## config.mk

```make
export PLATFORM = sky130hd
export DESIGN_NAME = servant_spi_wb_master
export DESIGN_NICKNAME = d
export VERILOG_FILES = /design/src/rtl/servant_spi_wb_master_pkg.sv /design/src/rtl/servant_spi_wb_master.sv
export SDC_FILE = /design/constraint.sdc
export NUM_CORES = 1
export LEC_CHECK = 0
export BUFFER_PORTS_ARGS = -buffer_cell sky130_fd_sc_hd__buf_2
export CORE_ASPECT_RATIO = 0.7
export CORE_UTILIZATION = 55
export DETAILED_ROUTE_END_ITERATION = 6
export MAX_ROUTING_LAYER = met4
export PLACE_DENSITY = 0.85
export SYNTH_ARGS = -nofsm -noshare
export SYNTH_HDL_FRONTEND = slang
export SYNTH_SLANG_ARGS = --single-unit
```

## constraint.sdc

```tcl
create_clock -name i_clk -period 4.7 [get_ports i_clk]
set_input_delay 0.47 -clock i_clk [delete_from_list [all_inputs] [get_ports i_clk]]
set_output_delay 0.47 -clock i_clk [all_outputs]
set_load 0.05 [all_outputs]
```

## src/rtl/servant_spi_wb_master_pkg.sv

```systemverilog
`default_nettype none
// ============================================================================
// Module      : servant_spi_wb_master_pkg
// Description : Shared definitions for the SPI-to-Wishbone command master.
//               Holds the command opcodes, the FSM state encoding and the
//               width of the ack timeout counter.
// Revision    : 1.0 - initial release
// ============================================================================
package servant_spi_wb_master_pkg;

    // Command opcodes presented on i_cmd_op
    localparam logic [1:0] OP_WRITE = 2'b00;
    localparam logic [1:0] OP_READ  = 2'b01;
    localparam logic [1:0] OP_CTRL  = 2'b10;
    localparam logic [1:0] OP_NOP   = 2'b11;

    // Master FSM states
    typedef enum logic [1:0] {
        ST_IDLE = 2'd0,
        ST_BUS  = 2'd1,
        ST_RESP = 2'd2
    } state_t;

    // Width of the Wishbone ack timeout counter
    localparam int CNT_W = 16;

endpackage
`default_nettype wire

```

## src/rtl/servant_spi_wb_master.sv

```systemverilog
`default_nettype none
// ============================================================================
// Module      : servant_spi_wb_master
// Description : Wishbone master turning word-level commands from the SPI
//               register front-end into single Wishbone cycles. Keeps an
//               auto-incrementing word pointer and owns the CPU reset request.
//
// Ports
//   i_clk, i_rst      : wb_clk and synchronous active-high reset
//   i_cmd_*           : command handshake (valid/ready) and fields
//   o_rsp_*           : one-cycle response pulse with read data / timeout
//   o_wb_*, i_wb_*    : Wishbone master port towards the arbiter
//   o_cpu_reset       : CPU hold-in-reset request (set by CTRL commands)
//   o_busy            : high whenever the FSM is not idle
//
// Revision    : 1.0 - initial release
// ============================================================================
module servant_spi_wb_master
    import servant_spi_wb_master_pkg::*;
#(
    parameter int TIMEOUT    = 255,
    parameter bit RESET_HOLD = 1'b1
) (
    input  logic        i_clk,
    input  logic        i_rst,

    input  logic        i_cmd_valid,
    output logic        o_cmd_ready,
    input  logic [1:0]  i_cmd_op,
    input  logic        i_cmd_inc,
    input  logic [31:0] i_cmd_adr,
    input  logic [31:0] i_cmd_dat,
    input  logic [3:0]  i_cmd_sel,

    output logic        o_rsp_valid,
    output logic [31:0] o_rsp_dat,
    output logic        o_rsp_err,

    output logic [31:0] o_wb_adr,
    output logic [31:0] o_wb_dat,
    output logic [3:0]  o_wb_sel,
    output logic        o_wb_we,
    output logic        o_wb_cyc,
    input  logic [31:0] i_wb_rdt,
    input  logic        i_wb_ack,

    output logic        o_cpu_reset,
    output logic        o_busy
);

    localparam logic [CNT_W-1:0] C_TIMEOUT = CNT_W'(TIMEOUT);

    state_t             r_state;
    logic [31:0]        r_ptr;
    logic [CNT_W-1:0]   r_cnt;
    logic [31:0]        r_wb_adr;
    logic [31:0]        r_wb_dat;
    logic [3:0]         r_wb_sel;
    logic               r_wb_we;
    logic               r_wb_cyc;
    logic               r_rsp_valid;
    logic [31:0]        r_rsp_dat;
    logic               r_rsp_err;
    logic               r_cpu_reset;

    logic [31:0]        w_eff_adr;
    logic [CNT_W-1:0]   w_cnt_nxt;
    logic               w_unused_adr;

    // Byte-lane bits of the command address carry no meaning for word access
    assign w_unused_adr = ^i_cmd_adr[1:0];

    assign w_eff_adr = i_cmd_inc ? r_ptr : {i_cmd_adr[31:2], 2'b00};
    assign w_cnt_nxt = r_cnt + 1'b1;

    always_ff @(posedge i_clk) begin
        if (i_rst) begin
            r_state     <= ST_IDLE;
            r_ptr       <= '0;
            r_cnt       <= '0;
            r_wb_adr    <= '0;
            r_wb_dat    <= '0;
            r_wb_sel    <= '0;
            r_wb_we     <= 1'b0;
            r_wb_cyc    <= 1'b0;
            r_rsp_valid <= 1'b0;
            r_rsp_dat   <= '0;
            r_rsp_err   <= 1'b0;
            r_cpu_reset <= RESET_HOLD;
        end else begin
            r_rsp_valid <= 1'b0;
            case (r_state)
                ST_IDLE: begin
                    if (i_cmd_valid) begin
                        case (i_cmd_op)
                            OP_WRITE, OP_READ: begin
                                r_wb_adr <= w_eff_adr;
                                r_wb_dat <= i_cmd_dat;
                                r_wb_sel <= (i_cmd_op == OP_READ) ? 4'hF : i_cmd_sel;
                                r_wb_we  <= (i_cmd_op == OP_WRITE);
                                r_wb_cyc <= 1'b1;
                                r_cnt    <= '0;
                                r_state  <= ST_BUS;
                            end
                            OP_CTRL: begin
                                r_cpu_reset <= i_cmd_dat[0];
                                r_rsp_dat   <= '0;
                                r_rsp_err   <= 1'b0;
                                r_rsp_valid <= 1'b1;
                                r_state     <= ST_RESP;
                            end
                            default: begin
                                r_rsp_dat   <= '0;
                                r_rsp_err   <= 1'b0;
                                r_rsp_valid <= 1'b1;
                                r_state     <= ST_RESP;
                            end
                        endcase
                    end
                end

                ST_BUS: begin
                    if (i_wb_ack) begin
                        r_wb_cyc    <= 1'b0;
                        r_rsp_dat   <= r_wb_we ? 32'h0 : i_wb_rdt;
                        r_rsp_err   <= 1'b0;
                        r_ptr       <= r_wb_adr + 32'd4;
                        r_rsp_valid <= 1'b1;
                        r_state     <= ST_RESP;
                    end else if (w_cnt_nxt == C_TIMEOUT) begin
                        // Abandon the access; the pointer still advances so a
                        // streamed transfer stays aligned with the host's view.
                        r_cnt       <= w_cnt_nxt;
                        r_wb_cyc    <= 1'b0;
                        r_rsp_dat   <= '0;
                        r_rsp_err   <= 1'b1;
                        r_ptr       <= r_wb_adr + 32'd4;
                        r_rsp_valid <= 1'b1;
                        r_state     <= ST_RESP;
                    end else begin
                        r_cnt <= w_cnt_nxt;
                    end
                end

                ST_RESP: begin
                    r_state <= ST_IDLE;
                end

                default: begin
                    r_state <= ST_IDLE;
                end
            endcase
        end
    end

    assign o_cmd_ready = (r_state == ST_IDLE);
    assign o_busy      = (r_state != ST_IDLE);
    assign o_rsp_valid = r_rsp_valid;
    assign o_rsp_dat   = r_rsp_dat;
    assign o_rsp_err   = r_rsp_err;
    assign o_wb_adr    = r_wb_adr;
    assign o_wb_dat    = r_wb_dat;
    assign o_wb_sel    = r_wb_sel;
    assign o_wb_we     = r_wb_we;
    assign o_wb_cyc    = r_wb_cyc;
    assign o_cpu_reset = r_cpu_reset;

endmodule
`default_nettype wire

```

==> metrics.md <==
| Metric | Value |
|---|---|
| Status | finished, final reports clean |
| Peak VDD IR | 0.276 mV |
| WS Path Type | register to register |
| Die W | 135 µm |
| Pin count of the biggest net entering global routing | 68 |
| Combinational share of power | 13.9% |
| Achievable clock frequency | 325 MHz |
| Final Critical Period | 3.07 ns |
| Worst setup margin | 1.63 ns |
| NetSw | 950 µW |
| Synth warnings | 0 |
| Syn-to-layout area delta | 23.9% |
| CTS sink count | 155 |
| # H-tree levels | 4 |
| Buf/Inv on CP | 1 |
| #FFs+latches synth | 155 |
| Worst-path clk slew | 0.07 ns |
| Async SR Flop Fraction | 0% |
| # diodes | 0 |
| Die ar. | 12900 µm² |
| Final hold violations | 0 |
| Multi-input logic area | 3430 µm² |
| # nets final | 1058 |
| Initial antenna violation count | 0 |
| Total GRT Usage | 29.9% |
| CTS tree | done |
| Sw Share | 29.2% |
| Routed wire length | 18.8 mm |
| Yosys cell types | 56 |
| Final Non-Filler Cells | 1118 |
| Design Area, Final | 8480 µm² |
| WP data required | 4.99 ns |
| Post-cts resize count | 0 |
| DRT met1 WL | 8.48 mm |
| Final slew viol count | 0 |
| GRT Residual Overflow | 0 |
| Chip Height | 95.3 µm |
| Detail Route Antenna Nets | 0 |
| DRC viols | 0 |
| Via count | 6479 |
| Top Metal Used | met4 |
| Crit end category | register |
| Initial Util | 57.5% |
| Critical Path, Cell by Cell | ha_1 > nand3_4 > nor4_4 > mux2i_1 > nor2_1 > nor3_2 > o21ai_2 > buf_4 > a32o_1 |
| Placed cell count | 1086 |
| R2R depth | 9 |
| Instance count on the critical path | 9 |
| HPWL after DPL | 12.4 mm |
| PortBufs | 211 |
| Syn Nets | 880 |
| Startpoint Class | register |
| WP data arrival | 3.36 ns |
| Final period util | 65.4% |
| Pwr/cell area | 384 nW/µm² |
| Most frequent cells in the layout | buf_2 (210), dfxtp_1 (155), nand2_1 (107) |
| Commonest non-fill, non-tap cell in the layout | buf_2 |
| Slew headroom | 30.3% |
| DR iter-0 viols | 576 |
| Worst-Skew Late Latency | 0.42 ns |
| Clock skew | 0.0182 ns |
| DR vias/cell | 5.80 |
| Post-place instance area | 7880 µm² |
| CP Max Fanout | 32 |
| Number of I/O pins | 214 |
| Pre-CTS setup slack | 1.72 ns |
| Met2 WL | 8.67 mm |
| Clk pwr share | 42.7% |
| Leakage | 0.00353 µW |
| Cells after synthesis | 770 |
| Layout cells sized above 1 | 29.4% |
| Crit path max-delay family | simple AND/OR/NAND/NOR gates |
| Vias in the first global route | 6002 |
| Core ar. | 11900 µm² |
| First-pass GRT wire length | 29.4 mm |
| Fill cells | 948 |
| CTS buffer count | 17 |
| Internal | 2310 µW |
| EDFF count, synth | 0 |
| Critical path's slowest cell | dfxtp_1 |
| Hold WC Path Type | input port to register |
| Setup violations, final | 0 |
| Root Driver | clkbuf_16 |
| Slew @ Worst Pin | 1.04 ns |
| Fin Setup TNS | 0 ns |
| Seq pwr share | 43.4% |
| Sequential share of the synthesized area | 45.4% |
| Routability cong. | 0.845 |
| Setup repair after global routing missed its margin | false |
| Met3 wire length | 1.34 mm |
| Clock Path Buffers | 2 |
| Row count | 33 |
| Avg Cell Area, Syn | 8.88 µm² |
| Top_reg_cell synth | dfxtp_1 |
| Wire per inst | 16.8 µm |
| Synth Cell Area | 6840 µm² |
| Worst Hold Depth | 2 |
| Register Area | 3100 µm² |
| Post-CTS Hold Buffers | 0 |
| Slowest stage delay, CP | 0.46 ns |
| Pre-antenna DRT Iters | 5 |
| Max Cap Viol | 0 |
| Post-CTS Repair Setup Buffers | 0 |
[cell usage after synthesis, types with 6 or more instances]
cell type,n,area [µm²]
nand3_1,30,150
a31oi_1,13,81.3
and3_1,11,68.8
a21oi_1,52,260
mux2i_1,32,320
nand2_1,107,402
nor2_1,68,255
a211oi_1,37,278
xnor2_1,18,158
xor2_1,11,96.3
nand4_1,7,43.8
dfxtp_1,155,3100
clkbuf_1,46,173
o21ai_0,22,110
buf_6,7,78.8
a32o_1,32,320
a211oi_2,13,163
nor3_1,37,185
inv_1,6,22.5
[layer usage]
metal,track usage (%),vias to the layer above
met4,10.2,0
met1,39.9,3034
met3,5.00,28
met2,46.0,271
li1,-,3146
met5,-,-
[kinds of logic (layout without fill, tap and decap cells)]
logic type	Yosys count	count (layout)	synth area share (%)
and+or+nand+nor	292	292	20.4
AOI/OAI and AO/OA	191	191	20.5
DFF	155	155	45.4
buffers and inverters	67	258	4.63
muxes	33	33	4.85
xor gates and xnor gates	29	29	3.71
adders and majority gates	3	3	0.549
[worst register-to-register path: stages (launching register included)]
cell and delay [ns]:
dfxtp_1 0.46, ha_1 0.34, nand3_4 0.16, nor4_4 0.40, mux2i_1 0.43, nor2_1 0.14, nor3_2 0.35, o21ai_2 0.09
buf_4 0.26, a32o_1 0.33
[worst paths after layout]
| path | from | endpoint | slack [ns] |
|---|---|---|---|
| setup / recovery | r_cnt[0] | o_rsp_dat[22] | 1.63 |
| hold / removal | i_wb_rdt[26] | o_rsp_dat[26] | 0.26 |
| setup reg to reg | r_cnt[0] | o_rsp_dat[22] | 1.63 |
| hold reg to reg | o_wb_dat[21] | o_wb_dat[21] | 0.45 |
[per-stage QoR]
step | power, µW | hold slack, ns | utilization [%]
after floorplan | 1760 | 0.448 | -
after global placement | 1880 | 0.438 | 66.2
after detailed placement | 1890 | 0.445 | 66.2
after CTS | 3270 | 0.255 | 71.3
after global routing | 3370 | 0.252 | 71.3
final | 3260 | 0.262 | 71.3
[registers in the layout, indices dropped and copies added, names as in the netlist, 2 cells and up]
signal,cells
o_wb_dat,32
r_state,2
o_wb_adr,32
o_wb_sel,4
r_ptr,32
r_cnt,16
o_rsp_dat,32
[power by group through the flow]
stage / logic [µW] / clock network [µW] / registers, µW
after floorplan: 181 / 0 / 1580
after global placement: 442 / 0 / 1440
after detailed placement: 449 / 0 / 1440
after CTS: 453 / 1400 / 1410
after global routing: 484 / 1470 / 1420
final: 454 / 1390 / 1410
[area by class of cell]
type | count | share of cell area (%)
inverters | 7 | 0.310
clock inverters | 14 | 1.89
multi-input cells | 548 | 40.5
flip-flops and latches | 155 | 36.6
clock buffers | 18 | 5.18
well taps | 157 | 2.32
repair buffers | 219 | 13.2
Power figures use the tool's default switching activity.
